File: config.mk
export PLATFORM = sky130hd
export DESIGN_NAME = fill_row_engine
export DESIGN_NICKNAME = d
export VERILOG_FILES = /design/src/rtl/fill_row_engine.sv
export SDC_FILE = /design/constraint.sdc
export NUM_CORES = 1
export LEC_CHECK = 0
export ABC_AREA = 1
export BUFFER_PORTS_ARGS = -buffer_cell sky130_fd_sc_hd__buf_2
export CAP_MARGIN = 10
export CORE_MARGIN = 2
export CORE_UTILIZATION = 33
export DETAILED_ROUTE_END_ITERATION = 12
export PLACE_DENSITY = 0.54
export SYNTH_ARGS = -nofsm -noshare
export SYNTH_HDL_FRONTEND = slang
export SYNTH_SLANG_ARGS = --single-unit
File: constraint.sdc
create_clock -name clk -period 2 [get_ports clk]
set_clock_uncertainty 0.1 [all_clocks]
set_input_delay 0.1 -clock clk [delete_from_list [all_inputs] [get_ports clk]]
set_output_delay 0.1 -clock clk [all_outputs]
set_load 0.02 [all_outputs]
File: src/rtl/fill_row_engine.sv
// fill_row_engine: scanline fill datapath between the fill controller,
// the edge table and the framebuffer write port.
module fill_row_engine #(
    parameter int X_W  = 10,
    parameter int Y_W  = 9,
    parameter int COLS = 640,
    parameter int C_W  = 8
) (
    input  logic             clk,
    input  logic             n_rst,
    input  logic             load,
    input  logic [Y_W-1:0]   y_min,
    input  logic [Y_W-1:0]   y_max,
    input  logic [C_W-1:0]   color,
    input  logic             row_start,
    input  logic             fill_start,
    output logic             row_done,
    output logic             fill_done,
    output logic             all_finish,
    output logic             edge_rd,
    output logic [Y_W-1:0]   edge_addr,
    input  logic             edge_valid,
    input  logic [2*X_W:0]   edge_rdata,
    output logic             px_wr,
    output logic [X_W-1:0]   px_x,
    output logic [Y_W-1:0]   px_y,
    output logic [C_W-1:0]   px_color,
    input  logic             px_ready
);

    localparam logic [X_W-1:0] X_MAX = X_W'(COLS - 1);

    typedef enum logic [2:0] {
        S_IDLE,
        S_RD_REQ,
        S_RD_WAIT,
        S_ROW_DONE,
        S_ARMED,
        S_FILL,
        S_FILL_DONE,
        S_FINISHED
    } state_t;

    state_t state_q, state_d;

    logic [Y_W-1:0] cur_y_q, cur_y_d;
    logic [Y_W-1:0] y_max_q, y_max_d;
    logic [C_W-1:0] color_q, color_d;
    logic [X_W-1:0] x_l_q, x_l_d;
    logic [X_W-1:0] x_r_q, x_r_d;
    logic           empty_q, empty_d;

    logic           row_done_q, row_done_d;
    logic           fill_done_q, fill_done_d;
    logic           all_finish_q, all_finish_d;
    logic           edge_rd_q, edge_rd_d;
    logic [Y_W-1:0] edge_addr_q, edge_addr_d;
    logic           px_wr_q, px_wr_d;
    logic [X_W-1:0] px_x_q, px_x_d;
    logic [Y_W-1:0] px_y_q, px_y_d;
    logic [C_W-1:0] px_color_q, px_color_d;

    logic           edge_empty;
    logic [X_W-1:0] edge_xa;
    logic [X_W-1:0] edge_xb;
    logic [X_W-1:0] edge_lo;
    logic [X_W-1:0] edge_hi;
    logic           row_end;

    assign edge_empty = edge_rdata[2*X_W];
    assign edge_xa    = edge_rdata[2*X_W-1:X_W];
    assign edge_xb    = edge_rdata[X_W-1:0];

    // Order the two crossings and clamp both into the framebuffer.
    always_comb begin
        edge_lo = (edge_xa < edge_xb) ? edge_xa : edge_xb;
        edge_hi = (edge_xa < edge_xb) ? edge_xb : edge_xa;
        if (edge_lo > X_MAX) begin
            edge_lo = X_MAX;
        end
        if (edge_hi > X_MAX) begin
            edge_hi = X_MAX;
        end
    end

    // Next state and next values of every registered output.
    always_comb begin
        state_d      = state_q;
        cur_y_d      = cur_y_q;
        y_max_d      = y_max_q;
        color_d      = color_q;
        x_l_d        = x_l_q;
        x_r_d        = x_r_q;
        empty_d      = empty_q;
        all_finish_d = all_finish_q;
        edge_addr_d  = edge_addr_q;
        px_x_d       = px_x_q;
        px_y_d       = px_y_q;
        px_color_d   = px_color_q;
        row_done_d   = 1'b0;
        fill_done_d  = 1'b0;
        edge_rd_d    = 1'b0;
        px_wr_d      = 1'b0;
        row_end      = 1'b0;

        if (load) begin
            cur_y_d      = y_min;
            y_max_d      = y_max;
            color_d      = color;
            all_finish_d = (y_min > y_max);
            state_d      = (y_min > y_max) ? S_FINISHED : S_IDLE;
        end else begin
            unique case (state_q)
                S_IDLE: begin
                    if (row_start && !all_finish_q) begin
                        state_d     = S_RD_REQ;
                        edge_rd_d   = 1'b1;
                        edge_addr_d = cur_y_q;
                    end
                end
                S_RD_REQ: begin
                    state_d = S_RD_WAIT;
                end
                S_RD_WAIT: begin
                    if (edge_valid) begin
                        x_l_d      = edge_lo;
                        x_r_d      = edge_hi;
                        empty_d    = edge_empty;
                        row_done_d = 1'b1;
                        state_d    = S_ROW_DONE;
                    end
                end
                S_ROW_DONE: begin
                    state_d = S_ARMED;
                end
                S_ARMED: begin
                    if (fill_start) begin
                        if (empty_q) begin
                            row_end = 1'b1;
                        end else begin
                            state_d    = S_FILL;
                            px_wr_d    = 1'b1;
                            px_x_d     = x_l_q;
                            px_y_d     = cur_y_q;
                            px_color_d = color_q;
                        end
                    end
                end
                S_FILL: begin
                    px_wr_d = 1'b1;
                    if (px_ready) begin
                        if (px_x_q == x_r_q) begin
                            row_end = 1'b1;
                        end else begin
                            px_x_d = px_x_q + X_W'(1);
                        end
                    end
                end
                S_FILL_DONE: begin
                    state_d = all_finish_q ? S_FINISHED : S_IDLE;
                end
                S_FINISHED: begin
                    state_d = S_FINISHED;
                end
                default: begin
                    state_d = S_IDLE;
                end
            endcase

            if (row_end) begin
                state_d      = S_FILL_DONE;
                px_wr_d      = 1'b0;
                fill_done_d  = 1'b1;
                cur_y_d      = cur_y_q + Y_W'(1);
                all_finish_d = (cur_y_q == y_max_q);
            end
        end
    end

    // State register.
    always_ff @(posedge clk or negedge n_rst) begin
        if (!n_rst) begin
            state_q <= S_IDLE;
        end else begin
            state_q <= state_d;
        end
    end

    // Row context and registered outputs.
    always_ff @(posedge clk or negedge n_rst) begin
        if (!n_rst) begin
            cur_y_q      <= '0;
            y_max_q      <= '0;
            color_q      <= '0;
            x_l_q        <= '0;
            x_r_q        <= '0;
            empty_q      <= 1'b0;
            row_done_q   <= 1'b0;
            fill_done_q  <= 1'b0;
            all_finish_q <= 1'b0;
            edge_rd_q    <= 1'b0;
            edge_addr_q  <= '0;
            px_wr_q      <= 1'b0;
            px_x_q       <= '0;
            px_y_q       <= '0;
            px_color_q   <= '0;
        end else begin
            cur_y_q      <= cur_y_d;
            y_max_q      <= y_max_d;
            color_q      <= color_d;
            x_l_q        <= x_l_d;
            x_r_q        <= x_r_d;
            empty_q      <= empty_d;
            row_done_q   <= row_done_d;
            fill_done_q  <= fill_done_d;
            all_finish_q <= all_finish_d;
            edge_rd_q    <= edge_rd_d;
            edge_addr_q  <= edge_addr_d;
            px_wr_q      <= px_wr_d;
            px_x_q       <= px_x_d;
            px_y_q       <= px_y_d;
            px_color_q   <= px_color_d;
        end
    end

    assign row_done   = row_done_q;
    assign fill_done  = fill_done_q;
    assign all_finish = all_finish_q;
    assign edge_rd    = edge_rd_q;
    assign edge_addr  = edge_addr_q;
    assign px_wr      = px_wr_q;
    assign px_x       = px_x_q;
    assign px_y       = px_y_q;
    assign px_color   = px_color_q;

endmodule

Word-level counts from Yosys, hierarchy flattened
Index checks and enable logic that the tools add are counted.
{ "word_totals": {"output_inout_bits": 41, "in_bits": 54, "register_bits": 91, "word_cells": 93} }
{ "classes": {"n_addsub": 2, "reduce_logical": 11, "magnitude_cmp": 4, "mux": 41, "eq_ne": 17, "bitwise_logic": 2} }
{ "ops": {"columns": ["cell", "n"], "rows": [
  ["$mux 10", 8],
  ["$mux 3", 8],
  ["$pmux 3 s7", 1],
  ["$gt 10x10->1 const B", 2],
  ["$pmux 10 s2", 1],
  ["$mux 1", 19],
  ["$mux 9", 2],
  ["$ne 4x4->1 const B", 4],
  ["$eq 3x3->1 const B", 4],
  ["$add 10x1->10 const B", 1],
  ["$eq 10x10->1", 1],
  ["$lt 10x10->1", 1],
  ["$add 9x1->9 const B", 1],
  ["$eq 9x9->1", 1],
  ["$gt 9x9->1", 1],
  ["$reduce_bool 9->1", 1],
  ["$ne 2x2->1 const B", 4],
  ["$eq 3x2->1 const B", 2],
  ["$reduce_and 3->1", 2],
  ["$reduce_and 6->1", 1],
  ["$reduce_and 5->1", 1],
  ["$pmux 1 s2", 2],
  ["$reduce_and 4->1", 1],
  ["$reduce_bool 2->1", 2],
  ["5 further kinds", 6]
]} }

Logic depth before layout (Yosys ltp)
{ "depth": {"ltp_word": 7, "depth_mapped": 14, "ltp_nobuf": 13} }

Worst setup path after synthesis
No wires, ideal clock.
{ "synth_timing": {"path_type": "input-to-reg", "start": "in edge_rdata[9]", "end": "reg x_l_q[2]", "setup_ns": 0.122, "path_slack_ns": 0.299, "arrival_ns": 1.480, "t_required_ns": 1.778, "path_stages": 8, "path_buffers": 1, "path_cell_list": "inv_1 -> ha_1 -> a21o_1 -> nor2_8 -> buf_1 -> nand4_1 -> a21oi_1 -> a21oi_2"} }
{ "synth_via": {"elab_chain_cells": 4} }
{ "synth_lines": {"columns": ["item", "line", "rtl"], "rows": [
  ["start, declared", "23", "input logic [2*X_W:0] edge_rdata,"],
  ["$lt 10x10->1", "76", "edge_lo = (edge_xa < edge_xb) ? edge_xa : edge_xb;"],
  ["$mux 10 (*)", "76", null],
  ["$gt 10x10->1", "78", "if (edge_lo > X_MAX) begin"],
  ["$mux 10 (*)", "78", null],
  ["end signal, assigned", "211", "x_l_q <= x_l_d;"],
  ["end, declared", "49", "logic [X_W-1:0] x_l_q, x_l_d;"]
]} }
Mark *: on every way between the ends. The rest lies on a longest branch, timed or not.
A chain may end at the register's enable or synchronous reset.

Final worst setup path
{ "layout_timing": {"start": "in y_max[2]", "end": "reg all_finish_q, in the netlist all_finish"} }
{ "layout_via": {"elab_chain_cells": 2} }
{ "layout_lines": {"columns": ["item", "line", "rtl"], "rows": [
  ["start, declared", "13", "input logic [Y_W-1:0] y_max,"],
  ["$gt 9x9->1", "110", "all_finish_d = (y_min > y_max);"],
  ["$mux 1", "106", "if (load) begin"],
  ["end signal, assigned", "216", "all_finish_q <= all_finish_d;"],
  ["end, declared", "55", "logic all_finish_q, all_finish_d;"]
]} }
No other way between the ends.

==> run_summary.xml <==
<?xml version="1.0" encoding="UTF-8"?>
<metrics>
  <group name="status">
    <metric name="status" unit="">finished, final reports clean</metric>
  </group>
  <group name="sta">
    <metric name="grt_setup_unrepaired" unit="">no</metric>
    <metric name="max_clock_freq" unit="MHz">544</metric>
    <metric name="postLayoutSetupSlackWorst" unit="ns">0.163</metric>
    <metric name="timing.max_slew.rel_slack" unit="">0.718</metric>
    <metric name="tightestPinTransition" unit="ns">0.424</metric>
    <metric name="slew_viol_final" unit="">0</metric>
    <metric name="post-route-period-util" unit="">0.919</metric>
    <metric name="finalHoldViolations" unit="">0</metric>
    <metric name="setup-tns-final" unit="ns">0</metric>
    <metric name="min_period" unit="ns">1.84</metric>
    <metric name="setup_viol_count_final" unit="">0</metric>
  </group>
  <group name="grt">
    <metric name="global_route_wire_length_before_repair" unit="mm">21.5</metric>
    <metric name="gr-usage-met2" unit="">0.267</metric>
    <metric name="globalRouteMet1Util" unit="">0.219</metric>
    <metric name="grt_antenna_before_repair" unit="">0</metric>
    <metric name="maximum_number_of_pins_on_one_net_before_global_route_repair" unit="">42</metric>
    <metric name="grt_use_met3" unit="">0.0168</metric>
    <metric name="global_route.usage.total" unit="">0.161</metric>
    <metric name="gr_peak_layer" unit="">met2</metric>
    <metric name="vias_in_the_first_global_route" unit="">4362</metric>
    <metric name="overflow" unit="">0</metric>
  </group>
  <group name="drt">
    <metric name="drt_pass1_iterations" unit="">5</metric>
    <metric name="via_per_inst" unit="">4.59</metric>
    <metric name="remaining_antenna_violation_count_after_routing" unit="">0</metric>
    <metric name="remaining_drc_errors" unit="">0</metric>
    <metric name="detailroute.via_count" unit="">4658</metric>
    <metric name="drt-wirelength-per-cell" unit="um">12.8</metric>
    <metric name="first_iter_violations" unit="">230</metric>
    <metric name="postRouteWirelength" unit="mm">13.0</metric>
  </group>
  <group name="logic_synthesis">
    <metric name="sequential_element_share_of_the_synthesized_area" unit="">0.435</metric>
    <metric name="netlist_top_cells_count" unit="">nand2_1, dfrtp_1, inv_1, o21ai_0, nor2_1</metric>
    <metric name="synth-edff-count" unit="">0</metric>
    <metric name="ys_types" unit="">40</metric>
    <metric name="ys_dominant_reg_cell" unit="">dfrtp_1</metric>
    <metric name="post_synth.cell_area_avg" unit="um^2">7.82</metric>
    <metric name="cell_accounting_for_the_most_synthesized_area" unit="">dfrtp_1</metric>
    <metric name="synthesis.yosys.warnings" unit="">0</metric>
    <metric name="post_synth_main_area_contributors" unit="">dfrtp_1, nand2_1, inv_1</metric>
    <metric name="proportion_of_netlist_area_held_by_the_largest_area_contributor" unit="">0.435</metric>
    <metric name="synth_nets" unit="">743</metric>
    <metric name="register_bit_count_reported_by_yosys" unit="">91</metric>
    <metric name="synth.most_common_cell" unit="">nand2_1</metric>
    <metric name="post_synthesis_instance_area" unit="um^2">5230</metric>
    <metric name="postSynth.asyncResetShare" unit="">1.00</metric>
    <metric name="netlist_instances" unit="">669</metric>
  </group>
  <group name="floorplanning">
    <metric name="dieHeight" unit="um">130</metric>
    <metric name="std_cell_rows" unit="">46</metric>
    <metric name="effective_utilization_at_floorplan" unit="">0.333</metric>
    <metric name="coreArea" unit="um^2">15700</metric>
    <metric name="boundaryPins" unit="">95</metric>
    <metric name="floorplan.die.width" unit="um">130</metric>
    <metric name="dieArea" unit="um^2">16900</metric>
  </group>
  <group name="placement">
    <metric name="port_buffers" unit="">94</metric>
    <metric name="gp_routability_congestion" unit="">0.828</metric>
    <metric name="place_ws" unit="ns">0.0561</metric>
    <metric name="detailedPlacementHpwl" unit="mm">9.77</metric>
  </group>
  <group name="setup_path">
    <metric name="critPathRequiredTime" unit="ns">2.14</metric>
    <metric name="ff2ff_setup_slack" unit="ns">0.19</metric>
    <metric name="crit_path_cell_trace" unit="">dlygate4sd3_1 &gt; buf_2 &gt; inv_1 &gt; ha_1 &gt; a21oi_1 &gt; o21ai_0 &gt; a21oi_1 &gt; nor2_1 &gt; o21ai_1 &gt; buf_4 &gt; nand2_1 &gt; nand2_1 &gt; nand2_1</metric>
    <metric name="nature_of_the_critical_path_startpoint" unit="">input port</metric>
    <metric name="worst-endpoint-arrival" unit="ns">1.97</metric>
    <metric name="end_kind" unit="">register</metric>
    <metric name="critical_path.max_fanout" unit="">4</metric>
    <metric name="timing.critical_path.slowest_stage_cell" unit="">dlygate4sd3_1</metric>
    <metric name="depth_of_the_most_critical_reg_to_reg_path" unit="">11</metric>
    <metric name="path_class" unit="">input port to register</metric>
    <metric name="worst_path_largest_cell_delay" unit="ns">0.54</metric>
    <metric name="timing.critical_path.mode_cell" unit="">nand2_1</metric>
  </group>
  <group name="clock_tree">
    <metric name="cts_made_buffers" unit="">9</metric>
    <metric name="clock_tree.htree_level_count" unit="">3</metric>
    <metric name="clock_tree_from_tritoncts" unit="">built</metric>
    <metric name="cts.clk_slew.worst_paths" unit="ns">0.07</metric>
    <metric name="clock_path_buffers" unit="">2</metric>
    <metric name="clkSinkCount" unit="">91</metric>
    <metric name="cts_root_buf" unit="">clkbuf_16</metric>
    <metric name="clk-insertion-delay-late" unit="ns">0.34</metric>
  </group>
  <group name="final_layout">
    <metric name="num_antenna_cells" unit="">0</metric>
    <metric name="sequential_cell_area" unit="um^2">2280</metric>
    <metric name="layout-area-overhead-vs-synth" unit="%">25.4</metric>
    <metric name="multi_input_comb_area" unit="um^2">2500</metric>
    <metric name="layout.core_utilization" unit="">0.418</metric>
    <metric name="nFillCells" unit="">1656</metric>
    <metric name="nNetsFinal" unit="">867</metric>
    <metric name="drive_gt1_frac" unit="">0.222</metric>
  </group>
  <group name="worst_hold_path">
    <metric name="min_delay_path_depth" unit="">5</metric>
    <metric name="holdCritPathClass" unit="">input port to register</metric>
  </group>
  <group name="run">
    <metric name="maxCapViolations" unit="">0</metric>
  </group>
  <group name="power_and_ir_drop">
    <metric name="switchingPower" unit="W">0.00311</metric>
    <metric name="seq_power_share" unit="">0.387</metric>
    <metric name="p_int" unit="W">0.00461</metric>
    <metric name="power_per_cell_area" unit="nW/um^2">1180</metric>
    <metric name="combinationalPowerShare" unit="">0.385</metric>
    <metric name="total_leakage_power" unit="nW">3.36</metric>
    <metric name="vdd_ir_drop_max" unit="mV">0.473</metric>
    <metric name="netSwitchingFraction" unit="">0.403</metric>
    <metric name="pwr-share-clk" unit="">0.228</metric>
  </group>
</metrics>
-- metal layers --
metal	wire length (um)	share of wire	vias to the layer above
met5	0	0	-
met4	129	0.0099	0
met3	419	0.032	10
met2	6160	0.47	112
met1	6310	0.48	2119
li1	-	-	2417
-- per-stage QoR --
stage / hold slack, ns / cells / total power, W / cell area (um^2)
2_1_floorplan: -0.296 / 669 / 0.00500 / 5230
3_3_place_gp: -0.0230 / 974 / 0.00595 / 6010
3_5_place_dp: -0.0275 / 974 / 0.00598 / 6010
4_1_cts: 0.0142 / 1014 / 0.00782 / 6560
5_1_grt: 0.0535 / 1014 / 0.00836 / 6560
6_report: 0.0278 / 1014 / 0.00772 / 6560
-- power groups by stage --
stage,logic (W),registers (W),clock network [W]
2_1_floorplan,0.00169,0.00331,0
3_3_place_gp,0.00295,0.00300,0
3_5_place_dp,0.00297,0.00301,0
4_1_cts,0.00301,0.00298,0.00182
5_1_grt,0.00339,0.00308,0.00189
6_report,0.00297,0.00299,0.00176
-- critical path: cells and delay by family --
kind            cells  cell delay (ns)
fa+ha+maj           1             0.24
simple gates        4             0.23
buf+inv             4             0.89
compound gates      4             0.51
-- cell usage in the layout, fill, tap and decap left out, drive strengths merged, types with 20 or more instances in the layout --
cell type    count
a21oi           43
buf            113
dfrtp           91
dlygate4sd3     24
ha              20
inv             94
nand2          188
nand3           26
nand4           26
nor2            47
o21ai           74
-- state kept, by name (all words and copies together) (netlist names) --
name        cells
px_x           10
x_l_q          10
x_r_q          10
cur_y_q         9
edge_addr       9
px_y            9
y_max_q         9
color_q         8
px_color        8
state_q         3
all_finish      1
edge_rd         1
empty_q         1
fill_done       1
px_wr           1
row_done        1
-- path summary, 6_finish.rpt --
| path | to | startpoint |
|---|---|---|
| max | all_finish | y_max[2] |
| min | cur_y_q[2] | y_min[2] |
| max reg2reg | cur_y_q[2] | px_x[7] |
| min reg2reg | px_y[1] | px_y[1] |
| max in group asynchronous | px_x[8] | n_rst |
| min in group asynchronous | px_y[1] | n_rst |
-- cell type report --
| class | instances | share of cell area |
|---|---|---|
| multi-input cells | 464 | 0.381 |
| flip-flops and latches | 91 | 0.347 |
| repair buffers | 137 | 0.132 |
| inverters | 90 | 0.0515 |
| well taps | 216 | 0.0412 |
| clock buffers | 9 | 0.0343 |
| clock inverters | 7 | 0.0126 |
-- kinds of logic after synthesis --
kind of cell	share of synthesized area
and+or+nand+nor	0.258
AOI/OAI and AO/OA	0.143
buffers and inverters	0.0890
DFF	0.435
adders and majority gates	0.0478
xor gates and xnor gates	0.0251
muxes	0.00191
-- timing repair --
| action | 4_1_cts | 5_1_grt |
|---|---|---|
| setup endpoints to repair | 0 | 3 |
| buffers inserted | 0 | 0 |
| resized for setup | 0 | 4 |
| endpoints found under the hold margin | 93 | 0 |
| hold buffers | 24 | 0 |
Power figures use the tool's default switching activity.
